--- config.mk ---
export PLATFORM = sky130hd
export DESIGN_NAME = stream_check_flat
export DESIGN_NICKNAME = d
export VERILOG_FILES = /design/src/rtl/stream_check_if.sv /design/src/rtl/stream_check.sv /design/src/flat_wrapper.sv
export SDC_FILE = /design/constraint.sdc
export NUM_CORES = 1
export LEC_CHECK = 0
export BUFFER_PORTS_ARGS = -buffer_cell sky130_fd_sc_hd__buf_2
export CAP_MARGIN = 20
export CORE_AREA = 2 2 189 191
export CTS_BUF_LIST = sky130_fd_sc_hd__clkbuf_8
export DETAILED_ROUTE_END_ITERATION = 10
export DIE_AREA = 0 0 191 193
export GPL_TIMING_DRIVEN = 0
export SETUP_SLACK_MARGIN = 0.1
export SYNTH_ARGS = -nofsm -noshare
export SYNTH_HDL_FRONTEND = slang
export SYNTH_SLANG_ARGS = --single-unit
--- constraint.sdc ---
create_clock -name clk -period 11 [get_ports clk]
set_input_delay 1.65 -clock clk [delete_from_list [all_inputs] [get_ports clk]]
set_output_delay 1.65 -clock clk [all_outputs]
set_load 0.05 [all_outputs]
--- src/rtl/stream_check_if.sv ---
// Producer-to-checker word handshake for one output lane.
// The producer holds rready/in until it sees the one-cycle read acknowledge.
interface stream_check_if;
  logic               rready;
  logic signed [10:0] in;
  logic               read;

  modport master (output rready, output in, input read);
  modport slave  (input rready, input in, output read);
endinterface

--- src/rtl/stream_check.sv ---
// Single-lane output stream checker: accepts words over the handshake and compares
// each against a preloaded expected stream, reporting progress, errors, overrun and stall.
module stream_check #(
  parameter int unsigned DEPTH   = 39,
  parameter int unsigned TIMEOUT = 1000
) (
  input  logic               clk,
  input  logic               rst,
  input  logic [5:0]         i_length,
  input  logic signed [10:0] i_data [0:DEPTH-1],
  stream_check_if.slave      s_if,
  output logic [5:0]         o_count,
  output logic [5:0]         o_correct,
  output logic               o_done,
  output logic               o_pass,
  output logic               o_err_valid,
  output logic [5:0]         o_err_idx,
  output logic signed [10:0] o_err_got,
  output logic               o_extra,
  output logic               o_stall
);

  localparam int unsigned SW = $clog2(TIMEOUT + 1);

  typedef enum logic [1:0] {IDLE, RUN, ACK, DONE} state_t;

  state_t             r_state, w_state_n;
  logic [5:0]         r_len;
  logic [5:0]         r_count, r_correct;
  logic               r_read, r_done, r_pass;
  logic               r_err_valid, r_extra, r_stall;
  logic [5:0]         r_err_idx;
  logic signed [10:0] r_err_got;
  logic [SW-1:0]      r_stall_cnt;

  logic               w_accept, w_match, w_done_n, w_extra_n, w_pass_n;
  logic signed [10:0] w_exp;

  always_comb begin
    w_exp = '0;
    for (int unsigned k = 0; k < DEPTH; k++) begin
      if (r_count == 6'(k)) w_exp = i_data[k];
    end
  end

  assign w_match = (32'(r_count) < DEPTH) && (s_if.in == w_exp);

  always_ff @(posedge clk or posedge rst) begin
    if (rst) r_state <= IDLE;
    else     r_state <= w_state_n;
  end

  always_comb begin
    w_state_n = r_state;
    w_accept  = 1'b0;
    case (r_state)
      IDLE: w_state_n = (i_length == 6'd0) ? DONE : RUN;
      RUN: begin
        if (s_if.rready) begin
          w_accept  = 1'b1;
          w_state_n = ACK;
        end
      end
      ACK:     w_state_n = (r_count == r_len) ? DONE : RUN;
      DONE:    w_state_n = DONE;
      default: w_state_n = IDLE;
    endcase
  end

  // done/pass are registered one step behind the state so the final ACK
  // (and the zero-length IDLE->DONE path) report exactly one edge later.
  always_comb begin
    w_extra_n = r_extra | ((r_state == DONE) & s_if.rready);
    w_done_n  = (r_state == DONE) | ((r_state == ACK) & (r_count == r_len));
    w_pass_n  = w_done_n & (r_correct == r_len) & ~w_extra_n;
  end

  always_ff @(posedge clk or posedge rst) begin
    if (rst) begin
      r_len       <= '0;
      r_count     <= '0;
      r_correct   <= '0;
      r_read      <= 1'b0;
      r_done      <= 1'b0;
      r_pass      <= 1'b0;
      r_err_valid <= 1'b0;
      r_err_idx   <= '0;
      r_err_got   <= '0;
      r_extra     <= 1'b0;
      r_stall     <= 1'b0;
      r_stall_cnt <= '0;
    end else begin
      r_read  <= w_accept;
      r_done  <= w_done_n;
      r_pass  <= w_pass_n;
      r_extra <= w_extra_n;
      if (r_state == IDLE) r_len <= i_length;
      if (w_accept) begin
        r_count     <= r_count + 6'd1;
        r_stall_cnt <= '0;
        if (w_match) begin
          r_correct <= r_correct + 6'd1;
        end else if (!r_err_valid) begin
          r_err_valid <= 1'b1;
          r_err_idx   <= r_count;
          r_err_got   <= s_if.in;
        end
      end else if (r_state == RUN) begin
        if (r_stall_cnt < SW'(TIMEOUT)) r_stall_cnt <= r_stall_cnt + SW'(1);
        if (r_stall_cnt >= SW'(TIMEOUT - 1)) r_stall <= 1'b1;
      end
    end
  end

  assign s_if.read   = r_read;
  assign o_count     = r_count;
  assign o_correct   = r_correct;
  assign o_done      = r_done;
  assign o_pass      = r_pass;
  assign o_err_valid = r_err_valid;
  assign o_err_idx   = r_err_idx;
  assign o_err_got   = r_err_got;
  assign o_extra     = r_extra;
  assign o_stall     = r_stall;

endmodule

--- src/flat_wrapper.sv ---
// flat-port wrapper written by rule: the top's interface ports become plain ports
module stream_check_flat 
#(
  parameter int unsigned DEPTH   = 39,
  parameter int unsigned TIMEOUT = 1000
)
  (clk, rst, i_length, i_data, o_count, o_correct, o_done, o_pass, o_err_valid, o_err_idx, o_err_got, o_extra, o_stall, s_if_rready, s_if_in, s_if_read);
  stream_check_if s_if_i ();
  input  logic clk;
  input  logic rst;
  input  logic [5:0] i_length;
  input  logic signed [10:0] i_data[0:DEPTH-1];
  output logic [5:0] o_count;
  output logic [5:0] o_correct;
  output logic o_done;
  output logic o_pass;
  output logic o_err_valid;
  output logic [5:0] o_err_idx;
  output logic signed [10:0] o_err_got;
  output logic o_extra;
  output logic o_stall;
  input wire logic [$bits(s_if_i.rready)-1:0] s_if_rready;
  input wire logic [$bits(s_if_i.in)-1:0] s_if_in;
  output wire logic [$bits(s_if_i.read)-1:0] s_if_read;
  assign s_if_i.rready = s_if_rready;
  assign s_if_i.in = s_if_in;
  assign s_if_read = s_if_i.read;
  stream_check #(.DEPTH(DEPTH), .TIMEOUT(TIMEOUT)) u_core (.clk(clk), .rst(rst), .i_length(i_length), .i_data(i_data), .s_if(s_if_i), .o_count(o_count), .o_correct(o_correct), .o_done(o_done), .o_pass(o_pass), .o_err_valid(o_err_valid), .o_err_idx(o_err_idx), .o_err_got(o_err_got), .o_extra(o_extra), .o_stall(o_stall));
endmodule
==> metrics.md <==
| Metric | Value |
|---|---|
| Num CTS Buffers | 5 |
| Max-slew violations | 0 |
| Dominant synthesized flop cell | dfrtp_1 |
| Final nets | 2022 |
| CP endpoint | u_core.o_err_idx[0] |
| Dominant cells by area after synthesis | dfrtp_1 17%, nand2_1 5.0%, nor2_1 4.9% |
| Die outline area | 36900 um^2 |
| Hold Crit Class | flop to flop |
| Vias in the first global route | 11926 |
| Final wirelength | 65.8 mm |
| Static Leak | 4.99 nW |
| Clock latency on the worst-skew pair | 0.31 ns |
| Final period util | 0.595 |
| Grt ovf | 0 |
| Launch point of the worst reg-to-reg path | u_core.o_count[0] |
| Fin. Hold Viols | 0 |
| Crit path launch type | flop |
| Max stage delay on crit path | 0.75 ns |
| Clock transition at path regs | 0.10 ns |
| Synth Area in Compound Gates | 0.370 |
| Rows | 69 |
| Synth Cell Area | 7830 um^2 |
| Worst Path Max Fanout | 10 |
| Adder-Cell Fraction of Synth Area | 0.00959 |
| Main combinational cell family by area after synthesis | compound AO/OA/AOI/OAI gates |
| Clock sink count | 53 |
| Vias | 12202 |
| Status | finished, final reports clean |
| Share of layout cells above drive strength 1 | 0.375 |
| CP max stage cell | nor3_1 |
| Critical path class | flop to flop |
| Port Buffer Count | 483 |
| Crit end category | flop |
| Post-DRT Antenna Nets | 0 |
| DRC | 0 |
| Post-synth EDFFs | 0 |
| Share of the synthesized area in the top cell type | 0.169 |
| Sequential area share after synthesis | 0.169 |
| Design Area, Final | 11000 um^2 |
| Reg2Reg Depth | 16 |
| Crit path top cell by count | inv_1 |
| Die X | 191 um |
| Vias/cell | 6.00 |
| CP cell instances | inv_1 -> ha_1 -> buf_2 -> inv_1 -> clkbuf_1 -> buf_1 -> o211ai_1 -> a31oi_1 -> nor3_1 -> o22ai_1 -> a211oi_1 -> xnor2_1 -> or3_1 -> o21ai_4 -> buf_6 -> mux2_1 |
| YS warnings | 0 |
| Worst Tran Pin Value | 1.14 ns |
| Max-cap viol count | 0 |
| Starting Density | 0.224 |
| DRT Pass-1 Iters | 8 |
| DR iter-0 viols | 1452 |
| GRT Total Usage | 0.338 |
| CTS Hold Bufs | 0 |
| Slew margin rel. | 0.243 |
| TritonCTS clock tree | built |
| Simple-gate share of the synthesized area | 0.317 |
| Worst setup margin | 4.46 ns |
| Post-CTS setup buffers | 0 |
| Area after DPL | 10900 um^2 |
| Synth Net Count | 1528 |
| Largest net degree at the start of global routing | 28 |
| Drt wl/cell | 32.3 um |
| Req. time, crit path | 11.20 ns |
| Setup WS pre-CTS | 4.71 ns |
| Clock Tree Root | clkbuf_8 |
| Final setup fails | 0 |
| Post-synth ARST share | 1.00 |
| Cells after Synth | 1073 |
| Post-CTS resize count | 0 |
| First-pass GRT wire length | 88.3 mm |
| Critical Path Source | u_core.o_count[0] |
| Largest area contributor in the netlist | dfrtp_1 |
| FF-to-FF End | u_core.o_err_idx[0] |
| Xor and xnor area share after synthesis | 0.0380 |
| R2R setup slack | 4.46 ns |
| Synth Register Bits | 53 |
| Initial antenna violation count | 17 |
| Core box area | 35000 um^2 |
| Syn-to-layout area delta | 40.8% |
| Final Wtd Congestion | 0.993 |
| Max Freq | 153 MHz |
| CP Data Arrival Time | 6.74 ns |
| Avg Inst Size Synth | 7.29 um^2 |
| Power Density | 43.1 nW/um^2 |
| RSZ-0062 raised after global routing | false |
| Final HPWL DP | 55.0 mm |
| Bufs on Longest Clock Path | 2 |
| Fin Setup TNS | 0 ns |
| Worst IR Drop VDD | 0.0934 mV |
| Die height | 193 um |
| Post-synthesis mux area share | 0.0398 |
| Netlist cell types | 89 |
| Setup Skew | 0.00627 ns |
| H-tree depth | 2 |
| Hold Slack | 0.474 ns |
| Ports | 484 |
| Post-layout min period | 6.54 ns |
synth_stat cells (14+ instances only):
cell      number
a22oi_1       19
buf_2         32
nand3_1       46
dfrtp_1       53
o21ai_0       58
nor3_1        41
a221o_1       15
o22ai_1       53
a31oi_1       18
clkbuf_1      30
o221ai_1      16
a221oi_1      23
nor2b_1       14
mux2_2        15
nand2_1      104
xnor2_1       25
o211ai_1      22
nand4_1       14
and3_1        30
inv_1         16
nor2_1       103
a21oi_1       57
cells by family after synthesis:
logic type                 Yosys count
AOI/OAI and AO/OA                  400
xor gates and xnor gates            34
adders and majority gates            6
buffers and inverters               92
DFF                                 53
muxes                               28
and+or+nand+nor                    460
report_power, final:
part	internal, mW	switching (mW)	total [mW]
logic	0.0681	0.0709	0.139
registers	0.195	0.0000000000000000136	0.195
clock network	0.0734	0.0680	0.141
critical path: cells and delay by family (launching register included):
family / cells / cell delay, ns
adder cells (fa/ha/maj): 1 / 0.32
AND/OR/NAND/NOR: 2 / 1.22
multiplexers: 1 / 0.34
flip-flops: 1 / 0.52
XOR/XNOR: 1 / 0.15
AO/OA/AOI/OAI: 5 / 1.92
buffers and inverters: 6 / 1.93
per-layer routing:
metal / wire length [um] / track usage
met3: 7560 / 0.0995
met5: 93 / 0
met4: 3260 / 0.150
met2: 29500 / 0.543
met1: 25400 / 0.419
area by class of cell:
| type | instances | area (um^2) |
|---|---|---|
| Fill cell | 3915 | 23900 |
| Multi-Input combinational cell | 928 | 6070 |
| Timing Repair Buffer | 487 | 2480 |
| Sequential cell | 53 | 1330 |
| Tap cell | 461 | 577 |
| Buffer | 75 | 378 |
| Clock buffer | 6 | 82.6 |
| Inverter | 17 | 63.8 |
| Clock inverter | 2 | 33.8 |
| Antenna cell | 6 | 15.0 |
worst min path at each step:
stage	from	end	slack [ns]	cells past startpoint
3_5_place_dp	u_core.o_stall	u_core.o_stall	0.45	1
5_1_grt	u_core.o_stall	u_core.o_stall	0.49	1
3_3_place_gp	u_core.o_stall	u_core.o_stall	0.46	1
4_1_cts	u_core.o_stall	u_core.o_stall	0.47	1
2_1_floorplan	u_core.r_stall_cnt[9]	u_core.r_stall_cnt[9]	0.46	2
6_report	u_core.o_stall	u_core.o_stall	0.47	1
cell usage in the layout, fill, tap and decap left out, types with 8 or more instances in the layout:
| cell | instances |
|---|---|
| dfrtp_1 | 53 |
| a22oi_1 | 19 |
| a21o_1 | 8 |
| o22a_1 | 8 |
| o21ai_0 | 58 |
| a21oi_1 | 57 |
| nor2b_1 | 14 |
| a211oi_1 | 11 |
| o211ai_1 | 22 |
| nand2b_1 | 13 |
| inv_1 | 16 |
| o2111ai_1 | 10 |
| nand2_1 | 104 |
| or3_1 | 13 |
| o32ai_1 | 8 |
| nand3b_1 | 10 |
| nor4_1 | 13 |
| xnor2_1 | 25 |
| and3_1 | 30 |
| nor3_1 | 41 |
| nor2_1 | 103 |
| nand4_1 | 14 |
| a32oi_1 | 13 |
| buf_2 | 515 |
| a221oi_1 | 23 |
| nand3_1 | 46 |
| clkbuf_1 | 30 |
| o22ai_1 | 53 |
| mux2_2 | 15 |
| o221ai_1 | 16 |
| xor2_1 | 9 |
| a31oi_1 | 18 |
| a221o_1 | 15 |
| mux2_1 | 10 |
registers in the layout (all words and copies together) (netlist names):
name / flops
u_core.o_pass: 1
u_core.o_err_got: 11
u_core.r_len: 6
u_core.r_stall_cnt: 10
u_core.o_done: 1
u_core.o_extra: 1
u_core.o_err_idx: 6
u_core.o_correct: 6
u_core.o_stall: 1
u_core.r_state: 2
u_core.o_err_valid: 1
u_core.s_if.read: 1
u_core.o_count: 6
through the flow:
stage,cells,power [mW],utilization
final,2035,0.475,0.315
after global routing,2032,0.490,0.315
after CTS,2029,0.477,0.315
after detailed placement,2021,0.335,0.311
after global placement,2017,0.334,0.310
after floorplan,1073,0.218,-
(Power assumes the default switching activity.)
